<file path="src/rtl/seq_det_ctrl.sv">
// Word-level sequencer for a serial 10110 detector: serializes each accepted word
// MSB-first, owns the detector reset, and reports the per-word match count.
module seq_det_ctrl #(
   parameter int WIDTH = 8,
   parameter int CNT_W = 4
) (
   input  logic             clk,
   input  logic             rst,
   input  logic             in_valid,
   output logic             in_ready,
   input  logic [WIDTH-1:0] in_data,
   output logic             det_rst,
   output logic             det_data,
   input  logic             det_hit,
   output logic             out_valid,
   input  logic             out_ready,
   output logic [CNT_W-1:0] out_count,
   output logic             out_sat,
   output logic             busy
);

   localparam int BW = $clog2(WIDTH + 1);
   localparam logic [BW-1:0]    BIT_LOAD = BW'(WIDTH);
   localparam logic [BW-1:0]    BIT_LAST = BW'(1);
   localparam logic [CNT_W-1:0] CNT_MAX  = '1;

   typedef enum logic [1:0] {IDLE, SHIFT, DRAIN, REPORT} state_t;

   state_t           state;
   logic [WIDTH-1:0] shreg;
   logic [BW-1:0]    bit_cnt;
   logic             sample_hit;

   // The first SHIFT cycle still reflects the detector's reset state, so it is skipped.
   assign sample_hit = det_hit && (((state == SHIFT) && (bit_cnt != BIT_LOAD)) || (state == DRAIN));

   always_ff @(posedge clk or negedge rst) begin
      if (!rst) begin
         state     <= IDLE;
         shreg     <= '0;
         bit_cnt   <= '0;
         in_ready  <= 1'b1;
         det_rst   <= 1'b1;
         det_data  <= 1'b0;
         out_valid <= 1'b0;
         out_count <= '0;
         out_sat   <= 1'b0;
         busy      <= 1'b0;
      end else begin
         if (sample_hit) begin
            if (out_count == CNT_MAX) out_sat <= 1'b1;
            else                      out_count <= out_count + 1'b1;
         end
         case (state)
            IDLE: begin
               if (in_valid) begin
                  shreg     <= in_data << 1;
                  det_data  <= in_data[WIDTH-1];
                  det_rst   <= 1'b0;
                  bit_cnt   <= BIT_LOAD;
                  out_count <= '0;
                  out_sat   <= 1'b0;
                  in_ready  <= 1'b0;
                  busy      <= 1'b1;
                  state     <= SHIFT;
               end
            end
            SHIFT: begin
               bit_cnt <= bit_cnt - 1'b1;
               if (bit_cnt == BIT_LAST) begin
                  det_data <= 1'b0;
                  state    <= DRAIN;
               end else begin
                  det_data <= shreg[WIDTH-1];
                  shreg    <= shreg << 1;
               end
            end
            DRAIN: begin
               det_rst   <= 1'b1;
               out_valid <= 1'b1;
               state     <= REPORT;
            end
            REPORT: begin
               if (out_ready) begin
                  out_valid <= 1'b0;
                  in_ready  <= 1'b1;
                  busy      <= 1'b0;
                  state     <= IDLE;
               end
            end
            default: state <= IDLE;
         endcase
      end
   end

endmodule
</file>
<file path="config.mk">
export PLATFORM = sky130hd
export DESIGN_NAME = seq_det_ctrl
export DESIGN_NICKNAME = d
export VERILOG_FILES = /design/src/rtl/seq_det_ctrl.sv
export SDC_FILE = /design/constraint.sdc
export NUM_CORES = 1
export LEC_CHECK = 0
export CAP_MARGIN = 20
export CELL_PAD_IN_SITES_DETAIL_PLACEMENT = 1
export CELL_PAD_IN_SITES_GLOBAL_PLACEMENT = 2
export CORE_MARGIN = 1
export CORE_UTILIZATION = 34
export CTS_CLUSTER_DIAMETER = 100
export DETAILED_ROUTE_END_ITERATION = 10
export GPL_ROUTABILITY_DRIVEN = 0
export GPL_TIMING_DRIVEN = 0
export PLACE_DENSITY = 0.86
export SLEW_MARGIN = 15
export SYNTH_ARGS = -nofsm -noshare
export SYNTH_HDL_FRONTEND = slang
export SYNTH_SLANG_ARGS = --single-unit
</file>
<file path="constraint.sdc">
create_clock -name clk -period 2.75 [get_ports clk]
set_input_delay 0.275 -clock clk [delete_from_list [all_inputs] [get_ports clk]]
set_output_delay 0.275 -clock clk [all_outputs]
set_load 0.05 [all_outputs]
</file>
Word-level counts from Yosys, hierarchy flattened
Index checks and enable logic that the tools add are counted.
{"block": "word_totals", "ff_bits": 24, "latchBits": 0, "ramBits": 0, "romBits": 0, "out_inout_bits": 10, "n_memories": 0}
{"block": "classes", "add_sub_neg": 2, "n_mul": 0, "div": 0, "order_cmp": 0, "eq_ne": 10, "n_shift": 0, "n_mux": 28, "bitwise": 0, "reduce_logical": 14}
{"operator": "2-to-1 mux 4 bit", "count": 5}
{"operator": "2-to-1 mux 8 bit", "count": 2}
{"operator": "case mux 8 bit (2 select lines)", "count": 1}
{"operator": "2-to-1 mux 1 bit", "count": 10}
{"operator": "case mux 1 bit (2 select lines)", "count": 5}
{"operator": "AND reduction 3 bit", "count": 3}
{"operator": "case mux 2 bit (4 select lines)", "count": 1}
{"operator": "case mux 4 bit (2 select lines)", "count": 1}
{"operator": "nonzero test 2 bit", "count": 4}
{"operator": "2-to-1 mux 2 bit", "count": 3}
{"operator": "!= test 2 bit (second input constant)", "count": 3}
{"operator": "AND reduction 2 bit", "count": 3}
{"operator": "adder 4 x 1 -> 4 bit (second input constant)", "count": 1}
{"operator": "== test 2 bit (second input constant)", "count": 2}
{"operator": "== test 4 x 1 -> 1 bit (second input constant)", "count": 1}
{"operator": "== test 4 bit (second input constant)", "count": 1}
{"operator": "!= test 4 bit (second input constant)", "count": 1}
{"operator": "subtractor 4 x 1 -> 4 bit (second input constant)", "count": 1}
{"operator": "== test 2 x 1 -> 1 bit (second input constant)", "count": 1}
{"operator": "logical AND 1 bit", "count": 2}
{"operator": "zero test 2 bit", "count": 1}
{"operator": "!= test 2 x 1 -> 1 bit (second input constant)", "count": 1}
{"operator": "logical OR 1 bit", "count": 1}

Logic depth before layout (Yosys ltp)
{"block": "logic_depth", "ltp_word": 7, "ltp_mapped": 7, "ltp_nobuf": 6}

Worst setup path before layout
No wires, ideal clock.
{"block": "synth_timing", "kind": "register to register", "from": "register out_count[0]", "to": "register out_count[1]", "setup_ps": 128, "arrival_ps": 1579, "slack_ps": 1043, "path_stages_with_launch": 6, "n_path_buf": 0, "period_less_slack_ps": 1707, "path_cell_list": "dfrtp_1 -> ha_1 -> and3_1 -> nor3_2 -> mux2i_1 -> nor2_1"}
{"block": "synth_via", "elab_chain_cells": 5}
{"element": "start, declared", "line": "17", "text": "output logic [CNT_W-1:0] out_count,"}
{"element": "start signal, assigned", "line": "52", "text": "else out_count <= out_count + 1'b1;"}
{"element": "adder 4 x 1 -> 4 bit / == test 4 bit (equally long branches)", "line": "52, 51"}
{"element": "2-to-1 mux 4 bit *", "line": "51", "text": "if (out_count == CNT_MAX) out_sat <= 1'b1;"}
{"element": "2-to-1 mux 4 bit *", "line": "50", "text": "if (sample_hit) begin"}
{"element": "2-to-1 mux 4 bit", "line": "56", "text": "if (in_valid) begin"}
{"element": "2-to-1 mux 4 bit *", "line": "54", "text": "case (state)"}
Every way passes the cells marked *; elsewhere a longest branch is shown, timed or not.
A chain may end at the register's enable or synchronous reset.

Worst setup path after layout
{"block": "layout_timing", "from": "register in_ready", "to": "output in_ready"}
{"element": "start, declared", "line": "10", "text": "output logic in_ready,"}
{"element": "start signal, assigned", "line": "42", "text": "in_ready <= 1'b1;"}
{"element": "start signal, assigned", "line": "63", "text": "in_ready <= 1'b0;"}
{"element": "start signal, assigned", "line": "86", "text": "in_ready <= 1'b1;"}
No word-level cell between the ends.

==> metrics.csv <==
stage,metric,value,unit
synthesis,synthFlopType,dfrtp_1,
global_routing,grt.total_usage,0.1630,
global_routing,grt_pass1_wl,4.457,mm
pwr,ir_drop,445.9,uV
sta,drv_slew,0,
worst_setup_path,r2r-start,state[1],
pwr,p_comb_frac,0.570,
synthesis,synth_warnings,0,
route,dr.first_iter.drc_count,19,
sta,fin_skew,0.003827,ns
route,drt-total-wl,2.716,mm
placement,dp_cells,194,
worst_setup_path,rrSetupSlack,0.90,ns
worst_setup_path,reg2reg_depth,7,
clocking,cts_resized,0,
synthesis,synth_top_family_by_area,simple AND/OR/NAND/NOR gates,
final_layout,area_delta_synth_final,26.07,%
clocking,clockRootBuffer,clkbuf_4,
worst_setup_path,cp_cell_sequence,clkdlybuf4s50_1,
worst_setup_path,r2r_end,shreg[3],
sta,min_period,1.936,ns
route,ant_nets,0,
worst_setup_path,worstPathArrival,1.66,ns
status,status,"finished, final reports clean",
synthesis,syn_nets,148,
synthesis,synth_seq_cells,23,
sta,max_slew_margin,0.6751,
worst_setup_path,cp-start-kind,flop,
pwr,leakage,0.6587,nW
worst_setup_path,cp-endpoint,in_ready,
clocking,cts_max_level,1,
worst_setup_path,slowest_delay,0.79,ns
worst_setup_path,end_kind,primary output,
pwr,switching_share,0.4679,
global_routing,overflow,0,
sta,rsz0062_at_grt,no,
worst_setup_path,slowest_stage,clkdlybuf4s50_1,
worst_setup_path,required,2.48,ns
route,drc,0,
synthesis,netlist_area,1224,um^2
sta,setup_tns,0,ns
placement,dp_hpwl,2.124,mm
sta,fmax,0.5164,GHz
synthesis,async_flop_share,1.000,
route,num_vias,993,
clocking,clockBufferDepth,2,
pwr,power_frac_seq,0.343,
sta,hold_viol,0,
placement,post_dp_cell_area,1501,um^2
worst_setup_path,critPathTopFamily,buffers and inverters,
route,dr.pass1.iters,4,
worst_setup_path,cp_num_cells,1,
clocking,cts.sinks,23,
die,start_util,0.3610,
worst_setup_path,crit_start,in_ready,
synthesis,synth_compound_area_frac,0.1299,
final_layout,finish.instance_area,1543,um^2
die,core_area,3390,um^2
worst_setup_path,path_class,flop to primary output,
die,io_pins,23,
global_routing,antenna_found_initial,0,
sta,worstMarginPinSlew,0.4738,ns
synthesis,ys_types,30,
die,die_y,61.99,um
synthesis,synth_fa_ha_area_frac,0.09202,
synthesis,ys_seq_area_frac,0.4724,
placement,io_buffer_count,22,
synthesis,synth-xor-area-share,0.007157,
synthesis,postSynthAreaPerCell,9.712,um^2
synthesis,netlist_instances,126,
pwr,power_density,1149,nW/um^2
final_layout,insertedDiodeCount,0,
worst_setup_path,critPathBufInv,1,
die,fp.dieArea,3843,um^2
die,die_width,61.99,um
global_routing,grt_max_degree,24,
pwr,internal_power,0.9431,mW
global_routing,grt_pass1_vias,993,
clocking,worstSkewPairLatency,0.31,ns
final_layout,finalNonFillerCells,199,
clocking,cts_setup_buffers,0,
sta,finalSetupViolCount,0,
pwr,report.power.total,1.772,mW
synthesis,synth_edf_count,0,
synthesis,synthMuxAreaShare,0.07362,
sta,fin_crit_sh,0.7042,
pwr,p_clk_frac,0.088,
clocking,clk_pin_slew_worst_paths,0.12,ns
synthesis,synthSimpleGateAreaFrac,0.1840,
clocking,cts_tree,built,
flow_run,max_cap_violations,0,
clocking,numCtsBuffers,3,
clocking,postCtsHoldBufs,0,
min_path,hold_class,input pin to asynchronous set/reset pin,
final_layout,layout.nets,176,
route,via_per_inst,4.990,
route,avgRoutedWirePerCell,13.65,um
final_layout,layout-drive-gt1-share,0.08497,
die,row_count,21,
worst_setup_path,worstPathMaxFanout,3,
pwr,p_switching,0.8293,mW
==> cell usage after synthesis, drive strengths merged, types with 3 or more instances <==
| master | count | area share |
|---|---|---|
| nor2b | 3 | 0.015 |
| nand2 | 11 | 0.034 |
| ha | 9 | 0.092 |
| inv | 9 | 0.028 |
| dfrtp | 21 | 0.43 |
| a21oi | 14 | 0.060 |
| nand3 | 4 | 0.016 |
| nor2 | 16 | 0.049 |
| o21ai | 10 | 0.041 |
| nor3 | 4 | 0.030 |
| mux2i | 9 | 0.074 |
==> cell type report <==
class | instances | area [um^2]
fillers | 395 | 1847
multi-input cells | 91 | 595.6
flip-flops and latches | 23 | 578.1
repair buffers | 23 | 235.2
well taps | 46 | 57.56
inverters | 9 | 33.78
clock buffers | 4 | 26.28
plain buffers | 3 | 16.27
==> power by group through the flow <==
| stage | combinational [mW] | clock, mW | sequential (mW) |
|---|---|---|---|
| floorplan | 0.557 | 0 | 0.778 |
| global placement | 0.971 | 0 | 0.606 |
| detailed placement | 1.02 | 0 | 0.619 |
| CTS | 1.03 | 0.164 | 0.611 |
| global route | 1.13 | 0.182 | 0.631 |
| finish | 1.01 | 0.156 | 0.607 |
==> cell families after synthesis <==
logic type      count (synthesis)
flops                          23
simple gates                   44
buf+inv                        12
xor+xnor                        1
fa+ha+maj                       9
mux                             9
compound gates                 28
==> metrics by stage <==
stage          setup WS, ns  hold slack (ns)  utilization
2_1_floorplan         1.043         -0.02059            -
3_3_place_gp         0.9521           0.4827       0.4430
3_5_place_dp         0.9076           0.4949       0.4430
4_1_cts              0.7979           0.5247       0.4507
5_1_grt              0.7192           0.2915       0.4552
6_report             0.8135           0.2761       0.4552
==> metal layers <==
layer,GRT usage,vias to the layer above,routed length (um)
met5,0,-,0
met4,0.05714,0,42
met3,0.02484,5,72
met2,0.2933,17,1439
met1,0.1964,487,1162
li1,-,484,-
==> sequential cells by signal, indices dropped and copies added, names as in the netlist <==
name and count:
det_data 1, out_count 4, in_ready 1, shreg 7, out_sat 1, busy 1
det_rst 1, bit_cnt 4, out_valid 1, state 2
==> worst min-delay path by stage <==
stage               slack (ns)          to
detailed placement        0.49        busy
global placement          0.48        busy
CTS                       0.52     det_rst
floorplan                -0.02  bit_cnt[0]
global route              0.29  bit_cnt[1]
finish                    0.28  bit_cnt[3]
==> cells in the final DEF (no fill, tap or decap), types with 2 or more instances in the layout <==
cell type / synthesis / layout
clkdlybuf4s50_1: 0 / 22
ha_1: 9 / 9
dfstp_2: 2 / 2
mux2i_1: 9 / 9
nand3_1: 4 / 4
o21ai_1: 2 / 2
clkbuf_4: 0 / 3
inv_1: 9 / 9
a21oi_1: 13 / 13
nor3_1: 2 / 2
nor2b_1: 3 / 3
dfrtp_1: 21 / 21
o21ai_0: 8 / 8
clkbuf_1: 1 / 2
nor2_1: 16 / 16
nand2_1: 11 / 11
(Power assumes the default switching activity.)
